`src/rtl/change_pkg.sv`:
```
`default_nettype none
// ============================================================================
//  Module      : change_pkg
//  Description : Shared constants and types for the change dispenser:
//                coin values, one-hot coin bit positions and the payout
//                state enumeration.
//  Config      : CHANGE_COIN100_EN adds the 100-unit coin (one more one-hot
//                bit in coin_oh_t).
//  Revision    : 1.0 - initial release
// ============================================================================
package change_pkg;

    // Coin values in currency units
    localparam logic [7:0] C_COIN_1   = 8'd1;
    localparam logic [7:0] C_COIN_5   = 8'd5;
    localparam logic [7:0] C_COIN_10  = 8'd10;
    localparam logic [7:0] C_COIN_50  = 8'd50;
    localparam logic [7:0] C_COIN_100 = 8'd100;

    // Bit positions inside the one-hot coin vector
    localparam int C_IDX_1   = 0;
    localparam int C_IDX_5   = 1;
    localparam int C_IDX_10  = 2;
    localparam int C_IDX_50  = 3;
    localparam int C_IDX_100 = 4;

    // The vector only carries a 100-unit bit when that coin exists, so a
    // disabled build has no dangling register bit.
`ifdef CHANGE_COIN100_EN
    localparam int C_NUM_COINS = 5;
`else
    localparam int C_NUM_COINS = 4;
`endif

    typedef logic [C_NUM_COINS-1:0] coin_oh_t;

    typedef enum logic [2:0] {
        ST_IDLE   = 3'd0,
        ST_SELECT = 3'd1,
        ST_PULSE  = 3'd2,
        ST_GAP    = 3'd3,
        ST_DONE   = 3'd4
    } state_t;

endpackage : change_pkg
`default_nettype wire

```
`src/rtl/coin_select.sv`:
```
`default_nettype none
// ============================================================================
//  Module      : coin_select
//  Description : Combinational greedy coin chooser. Picks the largest
//                enabled denomination that does not exceed remain_i.
//  Config      : CHANGE_COIN100_EN enables the 100-unit denomination.
//  Ports       : remain_i   - amount still owed (8 bit)
//                coin_oh_o  - one-hot coin choice (all zero when remain_i==0)
//                coin_val_o - value of the chosen coin (0 when none)
//  Revision    : 1.0 - initial release
// ============================================================================
module coin_select
    import change_pkg::*;
(
    input  logic [7:0] remain_i,
    output coin_oh_t   coin_oh_o,
    output logic [7:0] coin_val_o
);

    always_comb begin
        coin_oh_o  = '0;
        coin_val_o = 8'd0;
`ifdef CHANGE_COIN100_EN
        if (remain_i >= C_COIN_100) begin
            coin_oh_o[C_IDX_100] = 1'b1;
            coin_val_o           = C_COIN_100;
        end else
`endif
        if (remain_i >= C_COIN_50) begin
            coin_oh_o[C_IDX_50] = 1'b1;
            coin_val_o          = C_COIN_50;
        end else if (remain_i >= C_COIN_10) begin
            coin_oh_o[C_IDX_10] = 1'b1;
            coin_val_o          = C_COIN_10;
        end else if (remain_i >= C_COIN_5) begin
            coin_oh_o[C_IDX_5] = 1'b1;
            coin_val_o         = C_COIN_5;
        end else if (remain_i >= C_COIN_1) begin
            coin_oh_o[C_IDX_1] = 1'b1;
            coin_val_o         = C_COIN_1;
        end
    end

endmodule : coin_select
`default_nettype wire

```
`src/rtl/change_dispense.sv`:
```
`default_nettype none
// ============================================================================
//  Module      : change_dispense
//  Description : Pays out a requested amount as a sequence of one-cycle coin
//                pulses using greedy selection. Each coin occupies
//                PULSE + COIN_GAP idle cycles + SELECT = 2+COIN_GAP cycles.
//  Config      : CHANGE_COIN100_EN adds the 100-unit coin and the co100 port.
//  Parameters  : COIN_GAP - idle cycles after each coin pulse (0 allowed)
//  Ports       : clk, rst_n (async, active-low)
//                start, amount  - payout request, sampled only in IDLE
//                co1..co50(,co100) - registered one-cycle coin pulses
//                remain         - amount still to be dispensed
//                busy           - high whenever not IDLE
//                done           - one-cycle pulse in the DONE state
//  Revision    : 1.0 - initial release
// ============================================================================
module change_dispense
    import change_pkg::*;
#(
    parameter int COIN_GAP = 2
) (
    input  logic       clk,
    input  logic       rst_n,
    input  logic       start,
    input  logic [7:0] amount,
    output logic       co1,
    output logic       co5,
    output logic       co10,
    output logic       co50,
`ifdef CHANGE_COIN100_EN
    output logic       co100,
`endif
    output logic [7:0] remain,
    output logic       busy,
    output logic       done
);

    // Gap counter sized to count 0..COIN_GAP-1; kept at 1 bit when unused.
    localparam int             GW           = (COIN_GAP > 1) ? $clog2(COIN_GAP) : 1;
    localparam int             GAP_LAST_INT = (COIN_GAP > 0) ? (COIN_GAP - 1) : 0;
    localparam logic [GW-1:0]  GAP_LAST     = GW'(GAP_LAST_INT);

    state_t         state_q, state_d;
    logic [7:0]     remain_q, remain_d;
    coin_oh_t       coin_q, coin_d;
    logic           busy_q, busy_d;
    logic           done_q, done_d;
    logic [GW-1:0]  gap_cnt_q, gap_cnt_d;

    coin_oh_t       w_coin_oh;
    logic [7:0]     w_coin_val;

    coin_select u_coin_select (
        .remain_i   (remain_q),
        .coin_oh_o  (w_coin_oh),
        .coin_val_o (w_coin_val)
    );

    // ------------------------------------------------------------------
    // State and output registers
    // ------------------------------------------------------------------
    always_ff @(posedge clk or negedge rst_n) begin
        if (!rst_n) begin
            state_q   <= ST_IDLE;
            remain_q  <= 8'd0;
            coin_q    <= '0;
            busy_q    <= 1'b0;
            done_q    <= 1'b0;
            gap_cnt_q <= '0;
        end else begin
            state_q   <= state_d;
            remain_q  <= remain_d;
            coin_q    <= coin_d;
            busy_q    <= busy_d;
            done_q    <= done_d;
            gap_cnt_q <= gap_cnt_d;
        end
    end

    // ------------------------------------------------------------------
    // Next-state logic
    // ------------------------------------------------------------------
    always_comb begin
        state_d = state_q;
        unique case (state_q)
            ST_IDLE: begin
                if (start) begin
                    state_d = ST_SELECT;
                end
            end
            ST_SELECT: begin
                if (remain_q == 8'd0) begin
                    state_d = ST_DONE;
                end else begin
                    state_d = ST_PULSE;
                end
            end
            ST_PULSE: begin
                if (COIN_GAP > 0) begin
                    state_d = ST_GAP;
                end else begin
                    state_d = ST_SELECT;
                end
            end
            ST_GAP: begin
                if (gap_cnt_q == GAP_LAST) begin
                    state_d = ST_SELECT;
                end
            end
            ST_DONE: begin
                state_d = ST_IDLE;
            end
            default: begin
                state_d = ST_IDLE;
            end
        endcase
    end

    // ------------------------------------------------------------------
    // Output / datapath next values. Every output is computed from the
    // transition being taken so that it is registered alongside the state.
    // ------------------------------------------------------------------
    always_comb begin
        remain_d  = remain_q;
        coin_d    = '0;
        gap_cnt_d = '0;
        busy_d    = (state_d != ST_IDLE);
        done_d    = (state_d == ST_DONE);

        if ((state_q == ST_IDLE) && start) begin
            remain_d = amount;
        end

        // Entering PULSE: the coin and the reduced remain appear together.
        // The chooser never returns a coin larger than remain_q.
        if ((state_q == ST_SELECT) && (remain_q != 8'd0)) begin
            remain_d = remain_q - w_coin_val;
            coin_d   = w_coin_oh;
        end

        if ((state_q == ST_GAP) && (state_d == ST_GAP)) begin
            gap_cnt_d = gap_cnt_q + GW'(1);
        end
    end

    assign co1    = coin_q[C_IDX_1];
    assign co5    = coin_q[C_IDX_5];
    assign co10   = coin_q[C_IDX_10];
    assign co50   = coin_q[C_IDX_50];
`ifdef CHANGE_COIN100_EN
    assign co100  = coin_q[C_IDX_100];
`endif
    assign remain = remain_q;
    assign busy   = busy_q;
    assign done   = done_q;

endmodule : change_dispense
`default_nettype wire

```
`config.mk`:
```
export PLATFORM = sky130hd
export DESIGN_NAME = change_dispense
export DESIGN_NICKNAME = d
export VERILOG_FILES = /design/src/rtl/change_pkg.sv /design/src/rtl/coin_select.sv /design/src/rtl/change_dispense.sv
export SDC_FILE = /design/constraint.sdc
export NUM_CORES = 1
export LEC_CHECK = 0
export CORE_UTILIZATION = 43
export CTS_BUF_LIST = sky130_fd_sc_hd__clkbuf_8
export CTS_CLUSTER_DIAMETER = 40
export DETAILED_ROUTE_END_ITERATION = 6
export PLACE_DENSITY = 0.73
export SLEW_MARGIN = 20
export SYNTH_ARGS = -nofsm -noshare
export SYNTH_HDL_FRONTEND = slang
export SYNTH_SLANG_ARGS = --single-unit
```
`constraint.sdc`:
```
create_clock -name clk -period 2.25 [get_ports clk]
set_input_delay 0.675 -clock clk [delete_from_list [all_inputs] [get_ports clk]]
set_output_delay 0.675 -clock clk [all_outputs]
set_load 0.05 [all_outputs]
```
==> run metrics <==
status finished, violations left; failing checks negative setup slack; largest net degree at the start of global routing 19; most frequent cells in the layout 33 x buf_4, 17 x clkdlybuf4s50_1, 12 x nand2_1; Final Instance Area 1800 sq um; Sw Ratio 0.488; final max-slew violation count 0; CTS root buffer clkbuf_8; Peak Freq 423 MHz; post-route ant nets 0; layout cells sized above 1 0.447; drt first pass iters 6; Starting DRT DRC Count 31; area of placed instances 1590 sq um; Critical Path Sink Type flip-flop; sequential share of power 0.190; Post-synth EDFFs 0; R2R setup slack -0.11 ns; WP data arrival 2.49 ns; count of input and output buffers 24; total core area 2480 sq um; Setup Crit Path Kind reg -> reg; CTS Buf Count 3; CTS tree yes; DP HPWL 2.37 mm; worst hold path type reg -> reg; die height 53.0 um; Final #Nets 188; RSZ-0062 raised after global routing yes; worst slack at placement -0.199 ns; Clock power frac 0.082; setup TNS -0.331 ns; All-Layer GR Usage 0.267; first-pass GRT wire length 5.26 mm; remaining global-route overflow 0; min Tclk post-route 2.36 ns; max_slew headroom 0.673; top_reg_cell synth dfrtp_1; Die ar. 2810 sq um; sequential share of the synthesized area 0.402; logic gate share of total power 0.728; Tot Pwr 3.26 mW; site row count 18; via count 1189; Adder-Cell Fraction of Synth Area 0.0737; xor/xnor share of the synthesized area 0.00782; worst-path fanout max 8; cell internal pwr 1.67 mW; register clock-pin slew on the reported worst setup and hold paths 0.07 ns; io pins 25; Avg WL per Cell 16.8 um; Simple-Gate Fraction of Synth Area 0.250; ant diodes 0; gpl congestion 0.851; fraction of registers with async set/reset 1.00; synthesized cell area 1120 sq um; initial antenna violation count 0; Leak 0.754 nW; post-synthesis cell count 119; die width 53.0 um; P&R area growth vs syn 60.9%; Mean Syn Cell Area 9.41 sq um; number of global-route vias before repair 1081; synth unique cells 42; Max-Cap Viols 0; via/cell ratio 5.95; net switching power figure 1.59 mW; Synth Area in Compound Gates 0.223; maximum clock path buffer count 2; Worst-Margin Slew 0.490 ns; Initial Utilization 0.452; clk_skew 0.00560 ns; WL final 3.37 mm; Pwr Density 1810 nW/um^2; Setup violations, final 4; clk sink count 18; period utilization 1.05; clock insertion delay at the later pin of the skew report 0.25 ns; CP Launch Type flip-flop; syn nets 136; Synth Warn # 0; #FFs+latches synth 18; H-Tree Depth 1; Hold Fails Final Rpt 0; final worst slack -0.113 ns; mux cell area share after synthesis 0.00894; most common cell after layout, fill and taps aside buf_4; Max VDD drop 1.28 mV; Worst Path Required 2.38 ns; largest family of logic cells by synthesized area simple AND/OR/NAND/NOR gates; DRC Markers 0
routing by layer:
metal | global-route usage | share of wire
met4 | 0.101 | 0.011
met3 | 0.0374 | 0.051
met5 | 0 | 0
met2 | 0.441 | 0.49
met1 | 0.348 | 0.44
cells in the mapped netlist, types with 2 or more instances:
master	instances	share of area
nand2_1	15	0.050
nor2_1	11	0.037
ha_1	5	0.056
nor2b_1	2	0.011
o21ai_0	5	0.022
buf_2	3	0.013
nand2b_1	3	0.017
and3_1	2	0.011
nor3_1	3	0.013
o21a_1	4	0.027
dfrtp_1	18	0.40
o221ai_1	2	0.016
a21oi_1	6	0.027
or3_1	2	0.011
o22ai_1	3	0.017
or2_2	2	0.011
nor4_1	5	0.028
inv_1	4	0.013
final cells by class:
| class | instances | area (sq um) |
|---|---|---|
| Multi-Input combinational cell | 93 | 806 |
| Fill cell | 182 | 676 |
| Sequential cell | 18 | 459 |
| Timing Repair Buffer | 51 | 429 |
| Clock buffer | 4 | 55.1 |
| Tap cell | 30 | 37.5 |
| Inverter | 4 | 15.0 |
path summary, 6_finish.rpt:
| kind | from | end | cells after the start |
|---|---|---|---|
| min in group asynchronous | rst_n | remain[0] | 2 |
| hold / removal | gap_cnt_q | state_q[1] | 3 |
| setup / recovery | remain[1] | remain[5] | 9 |
| hold reg to reg | gap_cnt_q | state_q[1] | 3 |
| setup reg to reg | remain[1] | remain[5] | 9 |
| max in group asynchronous | rst_n | remain[6] | 2 |
cells by family (layout without fill, tap and decap cells):
group | after synthesis | count (layout)
muxes | 1 | 1
xor gates and xnor gates | 1 | 1
DFF | 18 | 18
buffers and inverters | 8 | 59
adders and majority gates | 6 | 6
and+or+nand+nor | 52 | 52
AOI/OAI and AO/OA | 33 | 33
sequential cells by signal (all words and copies together) (netlist names):
name and flops:
coin_q 4, busy 1, gap_cnt_q 1, state_q 3, remain 8, done 1
worst max-delay path, stage by stage, from the launching register on:
cell      delay, ns
dfrtp_2        0.48
or3_1          0.39
o21ai_1        0.09
nand2_1        0.13
ha_4           0.27
o21a_1         0.17
o31a_1         0.17
o21a_1         0.20
a211oi_1       0.23
o22ai_1        0.12
power by group through the flow:
stage / Sequential (mW) / Combinational [mW] / Clock (mW)
2_1_floorplan: 0.925 / 1.05 / 0
3_3_place_gp: 0.603 / 1.94 / 0
3_5_place_dp: 0.613 / 2.00 / 0
4_1_cts: 0.612 / 2.26 / 0.268
5_1_grt: 0.636 / 2.52 / 0.288
6_report: 0.619 / 2.37 / 0.269
repair_timing:
item,in CTS,in global routing
setup endpoints to repair,4,7
gates resized for setup,18,5
hold endpoints to repair,0,0
setup buffers,7,0
pin swaps,16,3
hold buffers,0,0
through the flow:
| step | hold slack, ns | instances | utilization |
|---|---|---|---|
| 2_1_floorplan | 0.379 | 119 | - |
| 3_3_place_gp | 0.506 | 189 | 0.643 |
| 3_5_place_dp | 0.512 | 189 | 0.643 |
| 4_1_cts | 0.531 | 200 | 0.715 |
| 5_1_grt | 0.562 | 200 | 0.727 |
| 6_report | 0.541 | 200 | 0.727 |
(Power assumes the default switching activity.)
